<file path="src/rtl/interrupt_injector.sv">
// ---------------------------------------------------------------------------
// interrupt_injector
//
// CPU-side receiving end of the interrupt instruction interface. The IO
// controller drives a 32-bit interrupt instruction word (0 = idle). Each new
// nonzero word is detected as one interrupt event and queued in a small FIFO.
// The fetch stage takes queued instructions through a show-ahead valid/ready
// handshake, so every event is injected into the pipeline exactly once.
//
// Parameters:
//   DEPTH  FIFO entries (power of two, minimum 2)
//   PTR_W  pointer width, log2(DEPTH)
//
// Ports:
//   sysclk                 in   system clock, all state updates on posedge
//   reset                  in   asynchronous, active-low reset
//   interrupt_instruction  in   32-bit word from the input controller
//   int_enable             in   1 = queued interrupts may be presented
//   fetch_ready            in   fetch stage accepts an instruction this cycle
//   clear_overflow         in   synchronous clear of the overflow flag
//   inject_instr           out  head-of-queue instruction, 0 when not valid
//   inject_valid           out  inject_instr is valid
//   pending_count          out  number of queued entries, 0..DEPTH
//   overflow               out  sticky, an event was dropped on a full FIFO
// ---------------------------------------------------------------------------
module interrupt_injector #(
  parameter int DEPTH = 4,
  parameter int PTR_W = 2
) (
  input  logic             sysclk,
  input  logic             reset,
  input  logic [31:0]      interrupt_instruction,
  input  logic             int_enable,
  input  logic             fetch_ready,
  input  logic             clear_overflow,
  output logic [31:0]      inject_instr,
  output logic             inject_valid,
  output logic [PTR_W:0]   pending_count,
  output logic             overflow
);

  localparam logic [PTR_W:0] FULL_COUNT = (PTR_W + 1)'(DEPTH);

  logic [31:0]      fifo_mem [DEPTH];
  logic [PTR_W-1:0] wr_ptr;
  logic [PTR_W-1:0] rd_ptr;
  logic [PTR_W:0]   count;
  logic [31:0]      last_word;
  logic             overflow_q;

  logic             push_req;
  logic             fifo_full;
  logic             fifo_empty;
  logic             pop;
  logic             push;
  logic             drop;

  // Event detection compares the live word against the word seen on the
  // previous edge, so a held word is one event while a change (or a return
  // through zero) is a new one. push_req only feeds state updates, so there
  // is no combinational path from the input word to the fetch-side outputs.
  always_comb begin
    push_req   = (interrupt_instruction != 32'd0) &&
                 (interrupt_instruction != last_word);
    fifo_full  = (count == FULL_COUNT);
    fifo_empty = (count == '0);
    inject_valid = !fifo_empty && int_enable;
    pop  = inject_valid && fetch_ready;
    // A pop in the same cycle frees the head slot, so a full FIFO can still
    // accept the new event without dropping it.
    push = push_req && (!fifo_full || pop);
    drop = push_req && fifo_full && !pop;
  end

  always_comb begin
    inject_instr = 32'd0;
    if (inject_valid) begin
      inject_instr = fifo_mem[rd_ptr];
    end
  end

  // Storage array; contents are only ever observed through inject_instr,
  // which is masked while the queue is empty, so no reset is needed here.
  always_ff @(posedge sysclk) begin
    if (push) begin
      fifo_mem[wr_ptr] <= interrupt_instruction;
    end
  end

  // Pointers and occupancy. Full/empty come from the count register, which
  // lets the pointers wrap naturally at DEPTH.
  always_ff @(posedge sysclk or negedge reset) begin
    if (!reset) begin
      wr_ptr    <= '0;
      rd_ptr    <= '0;
      count     <= '0;
      last_word <= 32'd0;
    end else begin
      last_word <= interrupt_instruction;
      if (push) begin
        wr_ptr <= wr_ptr + 1'b1;
      end
      if (pop) begin
        rd_ptr <= rd_ptr + 1'b1;
      end
      case ({push, pop})
        2'b10:   count <= count + 1'b1;
        2'b01:   count <= count - 1'b1;
        default: count <= count;
      endcase
    end
  end

  // Sticky overflow flag; a drop in the same cycle as a clear keeps it set.
  always_ff @(posedge sysclk or negedge reset) begin
    if (!reset) begin
      overflow_q <= 1'b0;
    end else if (drop) begin
      overflow_q <= 1'b1;
    end else if (clear_overflow) begin
      overflow_q <= 1'b0;
    end
  end

  assign pending_count = count;
  assign overflow      = overflow_q;

endmodule

</file>
<file path="config.mk">
export PLATFORM = sky130hd
export DESIGN_NAME = interrupt_injector
export DESIGN_NICKNAME = d
export VERILOG_FILES = /design/src/rtl/interrupt_injector.sv
export SDC_FILE = /design/constraint.sdc
export NUM_CORES = 1
export LEC_CHECK = 0
export ABC_AREA = 1
export BUFFER_PORTS_ARGS = -buffer_cell sky130_fd_sc_hd__buf_2
export CORE_UTILIZATION = 58
export DETAILED_ROUTE_END_ITERATION = 7
export MAX_ROUTING_LAYER = met4
export PLACE_DENSITY_LB_ADDON = 0.08
export SLEW_MARGIN = 20
export SYNTH_ARGS = -nofsm -noshare
export SYNTH_HDL_FRONTEND = slang
export SYNTH_SLANG_ARGS = --single-unit
</file>
<file path="constraint.sdc">
create_clock -name sysclk -period 3.1 [get_ports sysclk]
set_input_delay 0.465 -clock sysclk [delete_from_list [all_inputs] [get_ports sysclk]]
set_output_delay 0.465 -clock sysclk [all_outputs]
set_load 0.03 [all_outputs]
</file>
[Word-level counts from Yosys, hierarchy flattened]
Memories as Yosys holds them, arrays and structs flattened.
Index checks and enable logic that the tools add are counted.
Storage, ports and cells
  memories kept: 1
  flip-flop bits (word level): 40
  output and inout bits: 37
  bits in writable memories: 128
Cells by class
  equal/unequal tests: 4
  add/subtract/negate cells: 4
  muxes and demuxes: 6
  reductions and logical operators: 14
Memories
  fifo_mem: depth 4, bits a word 32, read ports 1, clocked after memory_dff 0, write ports 1, RTL line 44  | logic [31:0] fifo_mem [DEPTH];
Operators with widths (count)
  $mux 32: 1
  $ne 32x32->1: 1
  $reduce_bool 32->1: 1
  $logic_and 1x1->1: 6
  $pmux 3 s2: 1
  $add 2x1->2 const B: 2
  $mux 1: 4
  $reduce_bool 2->1: 2
  $add 3x1->3 const B: 1
  $eq 3x3->1 const B: 1
  $logic_not 1->1: 3
  $logic_not 3->1: 1
  $sub 3x1->3 const B: 1
  $eq 2x1->1 const B: 1
  $eq 2x2->1 const B: 1
  $logic_or 1x1->1: 1

[Logic depth before layout (Yosys ltp)]
  depth after elaboration: 8
  mapped depth: 18
  depth with buffers taken out: 18

[Worst setup path before layout]
No wires, ideal clock.
  path type: reg-to-reg
  start point: register count[1], in the netlist pending_count[1]
  end point: memory fifo_mem[0][0] (enable)
  setup slack: 0.013 ns
  period minus slack after synthesis: 3.087 ns
  stages on the path, launching flop included: 9
  library setup time: 0.421 ns
  path buffers: 0
  arrival: 2.666 ns
  path through: dfrtp_1 nor2_2 nand2_1 nand2_2 inv_2 nand2_4 nand3_2 nand3_2 nor2_1
Between the ends
  cells in the longest elaborated chain, start to end: 8
  elaborated cells on any way between the ends: 10
  classes of those cells: 1 x eq/ne; 2 x mux; 7 x reduce/logical
RTL lines
  start: declaration: RTL line 47  | logic [PTR_W:0] count;
  start signal: assignment: RTL line 107  | 2'b10: count <= count + 1'b1;
  start signal: assignment: RTL line 108  | 2'b01: count <= count - 1'b1;
  start signal: assignment: RTL line 109  | default: count <= count;
  $logic_not 3->1: RTL line 66  | fifo_empty = (count == '0);
  $logic_not 1->1: RTL line 67  | inject_valid = !fifo_empty && int_enable;
  $logic_and 1x1->1: RTL line 67
  named net inject_valid: RTL line 37  | output logic inject_valid,
  $logic_and 1x1->1: RTL line 68  | pop = inject_valid && fetch_ready;
  $logic_or 1x1->1: RTL line 71  | push = push_req && (!fifo_full || pop);
  $logic_and 1x1->1: RTL line 71
  $mux 1: RTL line 85  | if (push) begin
  $mux 1 (not written as such): RTL line 86  | fifo_mem[wr_ptr] <= interrupt_instruction;
  end: declaration: RTL line 44
The timed path passes the listed nets, and every way through them passes these cells.

[Worst setup path in the final report]
  start point: register rd_ptr[0]
  end point: output inject_instr[3]
Between the ends
  cells in the longest elaborated chain, start to end: 2
RTL lines
  start: declaration: RTL line 46  | logic [PTR_W-1:0] rd_ptr;
  start signal: assignment: RTL line 104  | rd_ptr <= rd_ptr + 1'b1;
  $mem_v2 4x32
  $mux 32: RTL line 77  | if (inject_valid) begin
  end: declaration: RTL line 36  | output logic [31:0] inject_instr,
Every way passes these cells.

==> key figures <==
Status
  – Status: complete, no violations

GRT
  – Initial antenna violation count: 0
  – Vias in the first global route: 4308
  – GRT Residual Overflow: 0
  – First-pass GRT wire length: 22010 µm
  – Pin count of the biggest net entering global routing: 65
  – GRT Resource Usage Total: 26.15%

Logic synthesis
  – Flops & latches, synth: 168
  – Async SR Flop Fraction: 23.81%
  – EDFF count, synth: 128
  – Most used DFF post-synth: edfxtp_1
  – Yosys Warn Count: 0
  – Post-synthesis cell count: 589
  – Avg Cell Area, Syn: 11.55 µm²
  – Unique cell type count in the Yosys netlist: 23
  – Synth Net Count: 631
  – Area of the mapped netlist: 0.006803 mm²
  – Seq/Total Area, Yosys: 71.22%

STA
  – RSZ-0062 raised after global routing: false
  – Fin crit share: 84.74%
  – Fmax: 380.7 MHz
  – Final setup fails: 0
  – Slew HR: 36.48%
  – Fin crit period: 2.627 ns
  – Max Slew Vio Count: 0
  – Worst slew pin tran: 0.9528 ns
  – Final hold vios: 0
  – Final worst setup slack: 0.4729 ns
  – Clk_skew: 0.007334 ns
  – Fin Setup TNS: 0 ns

Cells and area
  – Antenna cell count: 0
  – Area grow syn2layout: 17.55%
  – Nets: 711
  – Share of cells above drive strength 1: 19.35%
  – Finished Cell Area: 0.007996 mm²
  – Final core utilization: 70.03%

Floorplan
  – Die Width: 110.3 µm
  – DIE AREA: 0.01217 mm²
  – Site Rows: 39
  – Die Y: 110.3 µm
  – Starting Density: 59.58%
  – CORE AREA: 0.01142 mm²
  – IO Pins: 74

Worst setup path
  – CP Launch Type: register
  – Slowest cell on the critical path: buf_4
  – Setup slack, reg-to-reg: 0.93 ns
  – CP Cell Sequence: buf_4, nor2_1, nor2_1, o21ai_0, a21oi_1, buf_2
  – Required time of the critical path: 2.63 ns
  – R2r startpoint: pending_count[0]$_DFFE_PN0P_
  – CP arrival: 2.16 ns
  – Sum of buffers and inverters on the critical path: 2
  – Crit. Startpoint: rd_ptr[0]$_DFFE_PN0P_
  – R2R cell count: 9
  – Critical Path End Type: output pin
  – Path length in cells of the critical path: 6
  – Max incr delay on CP: 0.54 ns
  – CP delay by family, top: buffers and inverters
  – WS Path Type: register to output pin
  – Maximum fanout along the worst path: 64
  – Worst setup path end: inject_instr[3]
  – Crit path top cell by count: nor2_1
  – RR Endpoint: fifo_mem[0][17]$_DFFE_PP_

Placed design
  – Placed instance area: 0.007383 mm²
  – IO buf count: 73
  – Post-Place Setup Slack: 0.6702 ns
  – GPL Wtd Cong: 0.8310
  – Post-DP HPWL: 8277 µm

CTS
  – Clock Latency Late Sink: 0.42 ns
  – CTS tree: built
  – CTS max path bufs: 2
  – Post_cts resized: 0
  – Number of buffers created by CTS: 17
  – TritonCTS sink count: 168
  – Root buffer cell: clkbuf_16
  – Worst-path clk slew: 0.06 ns
  – H-tree Lvls: 4
  – Post-CTS setup buffers: 0
  – CTS Hold Bufs: 0

Routing
  – Via count: 4441
  – Drt initial violations: 327
  – Routed len/inst: 17.12 µm
  – 1st-pass router iterations: 5
  – Residual DRC count: 0
  – Post-route ant nets: 0
  – Routed WL: 14120 µm
  – DR vias/cell: 5.383

Run
  – MaxCap Viol Count: 0

Worst hold path
  – Hold Path Class: input pin to asynchronous set/reset pin

Pwr
  – Total leakage power: 3.191 nW
  – Pwr dens: 1052 mW/mm²
  – Peak VDD IR: 0.5121 mV
## stage by stage
| step | std cells | power, mW | hold WS (ns) |
|---|---|---|---|
| after floorplan | 589 | 5.331 | 0.1694 |
| after global placement | 793 | 6.214 | 0.5175 |
| after detailed placement | 793 | 6.276 | 0.5398 |
| after CTS | 825 | 8.474 | 0.2168 |
| after global routing | 825 | 8.892 | 0.2219 |
| final | 825 | 8.415 | 0.1971 |
## synthesized netlist by cell type, drive strengths merged, types with 4 or more instances
cell / instances / area share (%)
inv: 33 / 1.8
xnor2: 23 / 3.0
nand3: 6 / 0.59
clkbuf: 16 / 0.88
a21oi: 33 / 2.4
buf: 8 / 0.59
edfxtp: 128 / 57
nor2: 159 / 8.8
o21ai: 64 / 4.7
xor2: 4 / 0.51
ha: 4 / 0.74
nand2: 64 / 3.8
dfrtp: 40 / 15
## layout make-up
class,instances,area (µm²)
sequential,168,4846
fill,827,3422
multi-input combinational,364,1754
timing repair buffer,85,480.5
clock buffer,21,440.4
tap,143,178.9
clock inverter,11,172.7
inverter,33,123.9
## how the worst min path moves through the flow
stage	from	to	slack [ns]	cells after the start
2_1_floorplan	reset	last_word[0]$_DFF_PN0_	0.17	0
3_3_place_gp	overflow$_DFFE_PN0P_	overflow$_DFFE_PN0P_	0.52	2
3_5_place_dp	overflow$_DFFE_PN0P_	overflow$_DFFE_PN0P_	0.54	2
4_1_cts	reset	last_word[30]$_DFF_PN0_	0.22	1
5_1_grt	interrupt_instruction[17]	last_word[17]$_DFF_PN0_	0.22	1
6_report	reset	last_word[30]$_DFF_PN0_	0.20	1
## registers in the layout (all words and copies together), names as in the netlist
signal         cells
pending_count      3
last_word         32
overflow           1
fifo_mem         128
rd_ptr             2
wr_ptr             2
## cells by family (layout without fill, tap and decap cells)
group | Yosys count | after routing | synth area share (%)
simple gates | 234 | 234 | 13.76
flops | 168 | 168 | 71.22
compound gates | 98 | 98 | 7.228
buf+inv | 57 | 150 | 3.292
xor+xnor | 27 | 27 | 3.476
fa+ha+maj | 5 | 5 | 1.030
## worst reg2reg max path: stages (launching register included)
cell,delay (ns)
dfrtp_1,0.44
nor2_2,0.07
nand2_1,0.08
nand2_2,0.06
inv_2,0.07
nand2_4,0.07
nand3_2,0.11
nand3_2,0.23
nor2_2,0.46
buf_4,0.29
## per-layer routing
metal,vias to the layer above,part of all wire [%],global-route usage (%)
met2,157,49,41.04
met5,-,0,-
met4,0,1.5,9.962
li1,2136,-,-
met1,2130,43,33.76
met3,18,6.0,5.644
## report_power, final
part / switching, mW / internal [mW]
Sequential: 0.182 / 3.22
Combinational: 2.05 / 0.789
Clock: 0.828 / 1.35
Total: 3.06 / 5.36
## cell usage in the layout (no fill, tap or decap)
master,n
ha_1,4
inv_6,1
nand2_4,1
buf_2,73
xnor2_1,23
nand2_2,5
nor3_2,1
o22ai_1,1
nor2_2,4
nor2_1,153
nor3_1,1
inv_2,4
fa_1,1
buf_12,2
bufinv_16,4
nand3_1,4
dfrtp_1,39
nand3_2,2
nand4_1,3
edfxtp_1,128
o21ai_0,64
clkinv_4,2
nor2_4,2
clkinv_1,1
dfrtp_2,1
clkbuf_1,4
clkinvlp_4,3
nand2_1,58
buf_4,10
a21oi_1,33
clkbuf_16,17
xor2_1,4
inv_1,29
Note: power is estimated with default switching activity, not from simulation.
